$ cat config.mk
export PLATFORM = sky130hd
export DESIGN_NAME = rfg_axis_protocol_decoder_flat
export DESIGN_NICKNAME = d
export VERILOG_FILES = /design/src/rtl/rfg_axis_protocol_decoder_pkg.sv /design/src/rtl/rfg_axis_protocol_decoder_if.sv /design/src/rtl/rfg_axis_protocol_decoder_timeout.sv /design/src/rtl/rfg_axis_protocol_decoder.sv /design/src/flat_wrapper.sv
export SDC_FILE = /design/constraint.sdc
export NUM_CORES = 1
export LEC_CHECK = 0
export ABC_AREA = 1
export CAP_MARGIN = 10
export CELL_PAD_IN_SITES_DETAIL_PLACEMENT = 2
export CELL_PAD_IN_SITES_GLOBAL_PLACEMENT = 2
export CORE_MARGIN = 4
export CORE_UTILIZATION = 33
export CTS_BUF_LIST = sky130_fd_sc_hd__clkbuf_4
export CTS_CLUSTER_SIZE = 14
export DETAILED_ROUTE_END_ITERATION = 12
export PLACE_DENSITY_LB_ADDON = 0.1
export SLEW_MARGIN = 15
export SYNTH_ARGS = -nofsm -noshare
export SYNTH_HDL_FRONTEND = slang
export SYNTH_HIERARCHICAL = 1
export SYNTH_SLANG_ARGS = --single-unit
$ cat constraint.sdc
create_clock -name clk -period 1.84 [get_ports clk]
set_clock_uncertainty 0.15 [all_clocks]
set_input_delay 0.368 -clock clk [delete_from_list [all_inputs] [get_ports clk]]
set_output_delay 0.368 -clock clk [all_outputs]
set_load 0.01 [all_outputs]
$ cat src/rtl/rfg_axis_protocol_decoder_pkg.sv
// Shared types and constants for the RFG protocol byte-stream decoder.
// The optional idle timeout is selected with the RFG_PROTOCOL_TIMEOUT_EN macro.
package rfg_axis_protocol_pkg;

  // Decoder states, one per frame field plus the three read-beat phases.
  typedef enum logic [2:0] {
    ST_HEADER   = 3'd0,
    ST_ADDR     = 3'd1,
    ST_LEN_MSB  = 3'd2,
    ST_LEN_LSB  = 3'd3,
    ST_WR_DATA  = 3'd4,
    ST_RD_ISSUE = 3'd5,
    ST_RD_WAIT  = 3'd6,
    ST_RD_SEND  = 3'd7
  } rfg_proto_state_t;

  // Header byte layout.
  localparam int          RFG_HDR_READ_BIT  = 7;
  localparam int          RFG_HDR_INCR_BIT  = 6;
  localparam logic [7:0]  RFG_HDR_RSVD_MASK = 8'h3F;

  // A header is accepted only when all reserved bits are zero.
  function automatic logic rfg_hdr_valid(input logic [7:0] hdr);
    return ((hdr & RFG_HDR_RSVD_MASK) == 8'h00);
  endfunction

endpackage

$ cat src/rtl/rfg_axis_protocol_decoder_if.sv
// Byte-wide AXI-Stream link carrying read responses out of the decoder.
interface rfg_axis_protocol_decoder_if;
  logic       tvalid;
  logic       tready;
  logic [7:0] tdata;
  logic       tlast;

  modport master (output tvalid, output tdata, output tlast, input tready);
  modport slave  (input tvalid, input tdata, input tlast, output tready);
endinterface

$ cat src/rtl/rfg_axis_protocol_decoder_timeout.sv
// Mid-frame idle counter for the RFG protocol decoder. Only instantiated
// when RFG_PROTOCOL_TIMEOUT_EN is defined.
module rfg_axis_protocol_timeout #(
  parameter int TIMEOUT_CYCLES = 1024
) (
  input  logic clk,
  input  logic resn,
  input  logic i_clear,
  input  logic i_enable,
  output logic o_expire
);

  localparam int CW = $clog2(TIMEOUT_CYCLES + 1);

  logic [CW-1:0] r_count;

  // Expiry fires on the TIMEOUT_CYCLES-th consecutive idle busy cycle; it is
  // combinational so the decoder can abort in that same cycle.
  assign o_expire = i_enable && !i_clear && (r_count == CW'(TIMEOUT_CYCLES - 1));

  // Idle count: restarts on activity, when idle outside a frame, or after expiry.
  always_ff @(posedge clk or negedge resn) begin
    if (!resn) begin
      r_count <= '0;
    end else if (i_clear || !i_enable || o_expire) begin
      r_count <= '0;
    end else begin
      r_count <= r_count + CW'(1);
    end
  end

endmodule

$ cat src/rtl/rfg_axis_protocol_decoder.sv
// RFG protocol byte-stream decoder: pops frames from the protocol FIFO and
// turns them into register-file write/read strobes; read data leaves on an
// AXI-Stream byte master. Optional idle timeout: RFG_PROTOCOL_TIMEOUT_EN.
module rfg_axis_protocol_decoder
  import rfg_axis_protocol_pkg::*;
#(
  parameter int AWIDTH         = 8,
  parameter int TIMEOUT_CYCLES = 1024
) (
  input  logic              clk,
  input  logic              resn,
  input  logic              fifo_empty,
  output logic              fifo_read,
  input  logic [7:0]        fifo_read_value,
  output logic [AWIDTH-1:0] rfg_address,
  output logic              rfg_write,
  output logic [7:0]        rfg_write_value,
  output logic              rfg_read,
  input  logic [7:0]        rfg_read_value,
  rfg_axis_protocol_decoder_if.master m_axis,
  output logic              busy,
  output logic              protocol_error
);

  rfg_proto_state_t  r_state,  w_state_n;
  logic              r_is_read, w_is_read_n;
  logic              r_incr,    w_incr_n;
  logic [AWIDTH-1:0] r_addr,    w_addr_n;
  logic [7:0]        r_len_msb, w_len_msb_n;
  logic [16:0]       r_remain,  w_remain_n;

  logic [AWIDTH-1:0] r_rfg_address,     w_rfg_address_n;
  logic              r_rfg_write,       w_rfg_write_n;
  logic [7:0]        r_rfg_write_value, w_rfg_write_value_n;
  logic              r_rfg_read,        w_rfg_read_n;
  logic              r_tvalid,          w_tvalid_n;
  logic [7:0]        r_tdata,           w_tdata_n;
  logic              r_tlast,           w_tlast_n;
  logic              r_busy,            w_busy_n;
  logic              r_error,           w_error_n;

  logic              w_consume_state;
  logic              w_consume;
  logic              w_timeout;
  logic [AWIDTH-1:0] w_addr_step;

  // Pop request: only the byte-consuming states, and only when a byte is present.
  always_comb begin
    case (r_state)
      ST_HEADER, ST_ADDR, ST_LEN_MSB, ST_LEN_LSB, ST_WR_DATA: w_consume_state = 1'b1;
      default:                                               w_consume_state = 1'b0;
    endcase
  end

  assign w_consume = w_consume_state && !fifo_empty;
  assign fifo_read = w_consume;

  // Post-transfer address: wraps naturally at 2^AWIDTH when incrementing.
  assign w_addr_step = r_incr ? (r_addr + AWIDTH'(1)) : r_addr;

`ifdef RFG_PROTOCOL_TIMEOUT_EN
  logic w_idle_clear;

  assign w_idle_clear = w_consume || (r_tvalid && m_axis.tready);

  rfg_axis_protocol_timeout #(
    .TIMEOUT_CYCLES (TIMEOUT_CYCLES)
  ) u_timeout (
    .clk      (clk),
    .resn     (resn),
    .i_clear  (w_idle_clear),
    .i_enable (r_busy),
    .o_expire (w_timeout)
  );
`else
  // No idle counter in this build: a partial frame waits indefinitely.
  assign w_timeout = 1'b0 && (TIMEOUT_CYCLES != 0);
`endif

  // Next-state and next-output logic for the frame decoder.
  always_comb begin
    w_state_n           = r_state;
    w_is_read_n         = r_is_read;
    w_incr_n            = r_incr;
    w_addr_n            = r_addr;
    w_len_msb_n         = r_len_msb;
    w_remain_n          = r_remain;
    w_rfg_address_n     = r_rfg_address;
    w_rfg_write_n       = 1'b0;
    w_rfg_write_value_n = r_rfg_write_value;
    w_rfg_read_n        = 1'b0;
    w_tvalid_n          = r_tvalid;
    w_tdata_n           = r_tdata;
    w_tlast_n           = r_tlast;
    w_error_n           = 1'b0;

    if (!w_timeout) begin
      case (r_state)
        ST_HEADER: begin
          if (w_consume) begin
            if (rfg_hdr_valid(fifo_read_value)) begin
              w_is_read_n = fifo_read_value[RFG_HDR_READ_BIT];
              w_incr_n    = fifo_read_value[RFG_HDR_INCR_BIT];
              w_state_n   = ST_ADDR;
            end else begin
              // Bad header byte is dropped; the next byte is taken as a header.
              w_error_n   = 1'b1;
            end
          end else begin
            w_state_n = ST_HEADER;
          end
        end

        ST_ADDR: begin
          if (w_consume) begin
            w_addr_n  = AWIDTH'(fifo_read_value);
            w_state_n = ST_LEN_MSB;
          end else begin
            w_state_n = ST_ADDR;
          end
        end

        ST_LEN_MSB: begin
          if (w_consume) begin
            w_len_msb_n = fifo_read_value;
            w_state_n   = ST_LEN_LSB;
          end else begin
            w_state_n = ST_LEN_MSB;
          end
        end

        ST_LEN_LSB: begin
          if (w_consume) begin
            w_remain_n = {1'b0, r_len_msb, fifo_read_value} + 17'd1;
            if (r_is_read) begin
              // Strobe is registered so it is high exactly while in RD_ISSUE.
              w_rfg_read_n    = 1'b1;
              w_rfg_address_n = r_addr;
              w_state_n       = ST_RD_ISSUE;
            end else begin
              w_state_n = ST_WR_DATA;
            end
          end else begin
            w_state_n = ST_LEN_LSB;
          end
        end

        ST_WR_DATA: begin
          if (w_consume) begin
            w_rfg_write_n       = 1'b1;
            w_rfg_address_n     = r_addr;
            w_rfg_write_value_n = fifo_read_value;
            w_addr_n            = w_addr_step;
            w_remain_n          = r_remain - 17'd1;
            w_state_n           = (r_remain == 17'd1) ? ST_HEADER : ST_WR_DATA;
          end else begin
            w_state_n = ST_WR_DATA;
          end
        end

        ST_RD_ISSUE: begin
          w_addr_n   = w_addr_step;
          w_remain_n = r_remain - 17'd1;
          w_state_n  = ST_RD_WAIT;
        end

        ST_RD_WAIT: begin
          w_tdata_n  = rfg_read_value;
          w_tvalid_n = 1'b1;
          w_tlast_n  = (r_remain == 17'd0);
          w_state_n  = ST_RD_SEND;
        end

        ST_RD_SEND: begin
          if (r_tvalid && m_axis.tready) begin
            w_tvalid_n = 1'b0;
            w_tlast_n  = 1'b0;
            if (r_remain != 17'd0) begin
              w_rfg_read_n    = 1'b1;
              w_rfg_address_n = r_addr;
              w_state_n       = ST_RD_ISSUE;
            end else begin
              w_state_n = ST_HEADER;
            end
          end else begin
            w_state_n = ST_RD_SEND;
          end
        end

        default: begin
          w_state_n = ST_HEADER;
        end
      endcase
    end else begin
      // Idle expiry aborts the frame and drops any pending response beat.
      w_state_n    = ST_HEADER;
      w_tvalid_n   = 1'b0;
      w_tlast_n    = 1'b0;
      w_rfg_read_n = 1'b0;
      w_rfg_write_n = 1'b0;
      w_error_n    = 1'b1;
    end

    w_busy_n = (w_state_n != ST_HEADER);
  end

  // State and output registers.
  always_ff @(posedge clk or negedge resn) begin
    if (!resn) begin
      r_state           <= ST_HEADER;
      r_is_read         <= 1'b0;
      r_incr            <= 1'b0;
      r_addr            <= '0;
      r_len_msb         <= 8'h00;
      r_remain          <= 17'd0;
      r_rfg_address     <= '0;
      r_rfg_write       <= 1'b0;
      r_rfg_write_value <= 8'h00;
      r_rfg_read        <= 1'b0;
      r_tvalid          <= 1'b0;
      r_tdata           <= 8'h00;
      r_tlast           <= 1'b0;
      r_busy            <= 1'b0;
      r_error           <= 1'b0;
    end else begin
      r_state           <= w_state_n;
      r_is_read         <= w_is_read_n;
      r_incr            <= w_incr_n;
      r_addr            <= w_addr_n;
      r_len_msb         <= w_len_msb_n;
      r_remain          <= w_remain_n;
      r_rfg_address     <= w_rfg_address_n;
      r_rfg_write       <= w_rfg_write_n;
      r_rfg_write_value <= w_rfg_write_value_n;
      r_rfg_read        <= w_rfg_read_n;
      r_tvalid          <= w_tvalid_n;
      r_tdata           <= w_tdata_n;
      r_tlast           <= w_tlast_n;
      r_busy            <= w_busy_n;
      r_error           <= w_error_n;
    end
  end

  assign rfg_address     = r_rfg_address;
  assign rfg_write       = r_rfg_write;
  assign rfg_write_value = r_rfg_write_value;
  assign rfg_read        = r_rfg_read;
  assign m_axis.tvalid   = r_tvalid;
  assign m_axis.tdata    = r_tdata;
  assign m_axis.tlast    = r_tlast;
  assign busy            = r_busy;
  assign protocol_error  = r_error;

endmodule

$ cat src/flat_wrapper.sv
// flat-port wrapper written by rule: the top's interface ports become plain ports
module rfg_axis_protocol_decoder_flat import rfg_axis_protocol_pkg::*;
#(
  parameter int AWIDTH         = 8,
  parameter int TIMEOUT_CYCLES = 1024
)
  (clk, resn, fifo_empty, fifo_read, fifo_read_value, rfg_address, rfg_write, rfg_write_value, rfg_read, rfg_read_value, busy, protocol_error, m_axis_tvalid, m_axis_tdata, m_axis_tlast, m_axis_tready);
  rfg_axis_protocol_decoder_if m_axis_i ();
  input  logic clk;
  input  logic resn;
  input  logic fifo_empty;
  output logic fifo_read;
  input  logic [7:0] fifo_read_value;
  output logic [AWIDTH-1:0] rfg_address;
  output logic rfg_write;
  output logic [7:0] rfg_write_value;
  output logic rfg_read;
  input  logic [7:0] rfg_read_value;
  output logic busy;
  output logic protocol_error;
  output wire logic [$bits(m_axis_i.tvalid)-1:0] m_axis_tvalid;
  output wire logic [$bits(m_axis_i.tdata)-1:0] m_axis_tdata;
  output wire logic [$bits(m_axis_i.tlast)-1:0] m_axis_tlast;
  input wire logic [$bits(m_axis_i.tready)-1:0] m_axis_tready;
  assign m_axis_tvalid = m_axis_i.tvalid;
  assign m_axis_tdata = m_axis_i.tdata;
  assign m_axis_tlast = m_axis_i.tlast;
  assign m_axis_i.tready = m_axis_tready;
  rfg_axis_protocol_decoder #(.AWIDTH(AWIDTH), .TIMEOUT_CYCLES(TIMEOUT_CYCLES)) u_core (.clk(clk), .resn(resn), .fifo_empty(fifo_empty), .fifo_read(fifo_read), .fifo_read_value(fifo_read_value), .rfg_address(rfg_address), .rfg_write(rfg_write), .rfg_write_value(rfg_write_value), .rfg_read(rfg_read), .rfg_read_value(rfg_read_value), .m_axis(m_axis_i), .busy(busy), .protocol_error(protocol_error));
endmodule
==> summary.txt <==
Type of destination of the critical path: register
Initial antenna violation count: 0
Share of the synthesized area in the top cell type: 43.3%
Fin crit share: 115%
Final Power: 0.0106 W
I/O Pins: 51
First-pass GRT wire length: 25100 µm
Total routed wirelength: 19900 µm
CTS tree: done
H-tree levels: 3
Post-synthesis sequential area ratio: 43.3%
Die span in x: 117 µm
Layout area overhead: 41.9%
Max FO, Critical Path: 5
Hold WS: 0.275 ns
GR peak layer: met2
TritonCTS buffer count: 9
Die area: 13700 µm²
Max cap viols: 0
Core Region: 11500 µm²
Worst vdd ir: 0.935 mV
Seq cells post-synth: 68
Worst rel slew slack: 73.6%
Post-synthesis adder-cell area fraction: 1.91%
Reg power frac: 26.7%
GRT overflow: 0
Post-Syn Instances: 543
CP Class: in2reg
Layout cells sized above 1: 24.7%
Clk network pwr share: 10.1%
Sequential cell area: 1700 µm²
Sw power: 0.00532 W
Final Core Density: 48.4%
Async set-reset flop share out of synthesis: 100%
Largest family of logic cells by synthesized area: simple AND/OR/NAND/NOR gates
GRT Resource Usage Total: 24.0%
Synth Area in Simple Gates: 32.3%
Required time worst endpoint: 2.05 ns
Footprint of the multi-input gates: 2130 µm²
Worst path max stage delay: 0.53 ns
GR Layer Usage met2: 43.8%
Hold Vio Cnt, Final: 0
DP Area: 5010 µm²
Drt drc: 0
Final Instance Area: 5580 µm²
Leak pwr: 2.80 nW
Wire length per cell: 24.3 µm
Port bufs: 50
PnR worst setup slack: -0.281 ns
Vias per inst: 5.49
Clk sinks: 68
Yosys top cell by area: dfrtp_1
Largest net degree at the start of global routing: 69
GR Util met1: 28.1%
Root Driver: clkbuf_4
DPL Wire Length: 10800 µm
Worst hold path type: in2async
Max-slew violation count: 0
Synthesized area: 3930 µm²
Initial core utilization: 34.1%
Compound-cell area share of the yosys netlist: 13.0%
Top area cells in the synthesized netlist: dfrtp_1 (43%), nand2_1 (18%), o21ai_0 (6.1%)
Launch point of the worst path: fifo_read_value[1]
Int Pwr: 0.00527 W
Met3 GRT Util: 3.29%
Ant diodes: 0
DRT Pass-1 Iters: 4
Least-Margin Pin Slew: 0.396 ns
Cells after DPL: 781
Final cell count without fillers: 819
Nets: 697
Vias in the first global route: 4829
Tmin final: 2.12 ns
Net Sw Frac: 50.2%
Clk buf depth: 2
Failing checks: setup timing
1st-iter DRT viols: 196
Final count of negative-setup-slack endpoints: 33
Library cells used by synthesis: 27
# fillers: 1289
Crit path max-delay cell type: clkdlybuf4s50_1
Clock transition at path regs: 0.14 ns
Vias: 4493
Synth Area in XOR/XNOR: 2.01%
Rows: 39
Logic pwr share: 63.2%
Pwr dens: 1900 nW/µm²
Avg Cell Area, Syn: 7.24 µm²
Die height: 117 µm
Gpl congestion: 0.849
Cell Chain, Critical Path: clkdlybuf4s50_1 -> ha_1 -> nand2_1 -> nor2_4 -> nand2_1 -> o21ai_0 -> nand2_1 -> nand2_1 -> nand2_1 -> nand2_1 -> nand2_1
Antenna Nets Post-Route: 0
Status: finished, violations left
YS warnings: 6
Most common cell on crit path: nand2_1
Mux contribution to synthesized area: 0%
Dominant synthesized flop cell: dfrtp_1
Post-synth EDFFs: 0
Worst-Skew Late Latency: 0.47 ns
CP Data Arrival Time: 2.33 ns
Mapped Nets: 569
Unrepaired setup endpoints after global routing: true
Setup crit start kind: primary input
Max Clk Rate: 0.471 GHz
Reg-to-reg critical path startpoint: u_core/r_remain[1]
worst paths after layout:
| check | slack [ns] | depth (start not counted) | end |
|---|---|---|---|
| max in group asynchronous | 0.92 | 3 | u_core/r_addr[7] |
| hold / removal | 0.28 | 3 | u_core/m_axis.tdata[2] |
| setup / recovery | -0.28 | 11 | u_core/r_remain[10] |
| min in group clk | 0.28 | 3 | u_core/m_axis.tdata[2] |
| setup reg to reg | -0.19 | 11 | u_core/busy |
| hold reg to reg | 0.34 | 2 | u_core/m_axis.tdata[2] |
cell usage in the layout (no fill, tap or decap), drive strengths merged, types with 2 or more instances in the layout:
master	instances
dlygate4sd2	30
o211ai	3
nand3	42
ha	6
inv	54
clkinv	3
a21oi	14
nand4	10
nand2	187
xor2	8
dfrtp	68
clkdlybuf4s50	18
clkbuf	13
nor3	4
nand3b	2
o21ai	67
nor2	60
buf	79
layer usage:
metal / wire length, µm / part of all wire, %
met1: 7740 / 39
met5: 0 / 0
met4: 717 / 3.6
met3: 729 / 3.7
met2: 10700 / 54
cells in the mapped netlist (5+ instances only):
cell type / instances
nand2_1: 185
dfrtp_1: 68
nor2_1: 55
inv_1: 48
o21ai_0: 48
nand3_1: 40
o21ai_2: 15
a21oi_1: 14
nand4_1: 10
xor2_1: 8
buf_2: 7
ha_1: 6
inv_2: 6
nor2_2: 5
logic make-up (layout without fill, tap and decap cells):
| family | after synthesis | count (layout) |
|---|---|---|
| simple gates | 306 | 306 |
| compound gates | 86 | 86 |
| xor+xnor | 9 | 9 |
| flops | 68 | 68 |
| fa+ha+maj | 6 | 6 |
| buf+inv | 68 | 201 |
worst max-delay path, delay by kind of cell:
kind	cells	cell delay [ns]
adders and majority gates	1	0.26
AOI/OAI and AO/OA	1	0.20
and+or+nand+nor	8	0.96
buffers and inverters	1	0.53
state kept, by name (all words and copies together) (netlist names), 3 cells and up:
name	flops
u_core/m_axis.tdata	8
u_core/r_state	3
u_core/rfg_address	8
u_core/r_addr	8
u_core/r_remain	17
u_core/r_len_msb	8
u_core/rfg_write_value	8
power groups by stage:
stage / sequential, W / clock [W] / combinational (W)
after floorplan: 0.00275 / 0 / 0.00277
after global placement: 0.00270 / 0 / 0.00485
after detailed placement: 0.00276 / 0 / 0.00513
after CTS: 0.00273 / 0.00106 / 0.00533
after global routing: 0.00289 / 0.00115 / 0.00723
final: 0.00283 / 0.00107 / 0.00670
metrics by stage:
stage	TNS (ns)	setup WS [ns]
6_report	-2.58	-0.281
5_1_grt	-5.62	-0.357
4_1_cts	-0.152	-0.0521
3_5_place_dp	-6.81	-0.467
3_3_place_gp	-4.82	-0.351
2_1_floorplan	0	0.193
what timing repair did:
item / in CTS / in global routing
pin swaps: 2 / 14
hold endpoints to repair: 68 / 0
setup endpoints to repair: 34 / 35
buffers inserted: 7 / 14
gates resized for setup: 47 / 63
hold buffers: 1 / 0
cloned: 1 / 2
area by class of cell:
type / instances / area share [%]
Clock buffer: 11 / 1.48
Clock inverter: 5 / 0.942
Inverter: 54 / 3.81
Multi-Input combinational cell: 407 / 38.2
Sequential cell: 68 / 30.5
Tap cell: 143 / 3.21
Timing Repair Buffer: 131 / 21.8
(Power assumes the default switching activity.)
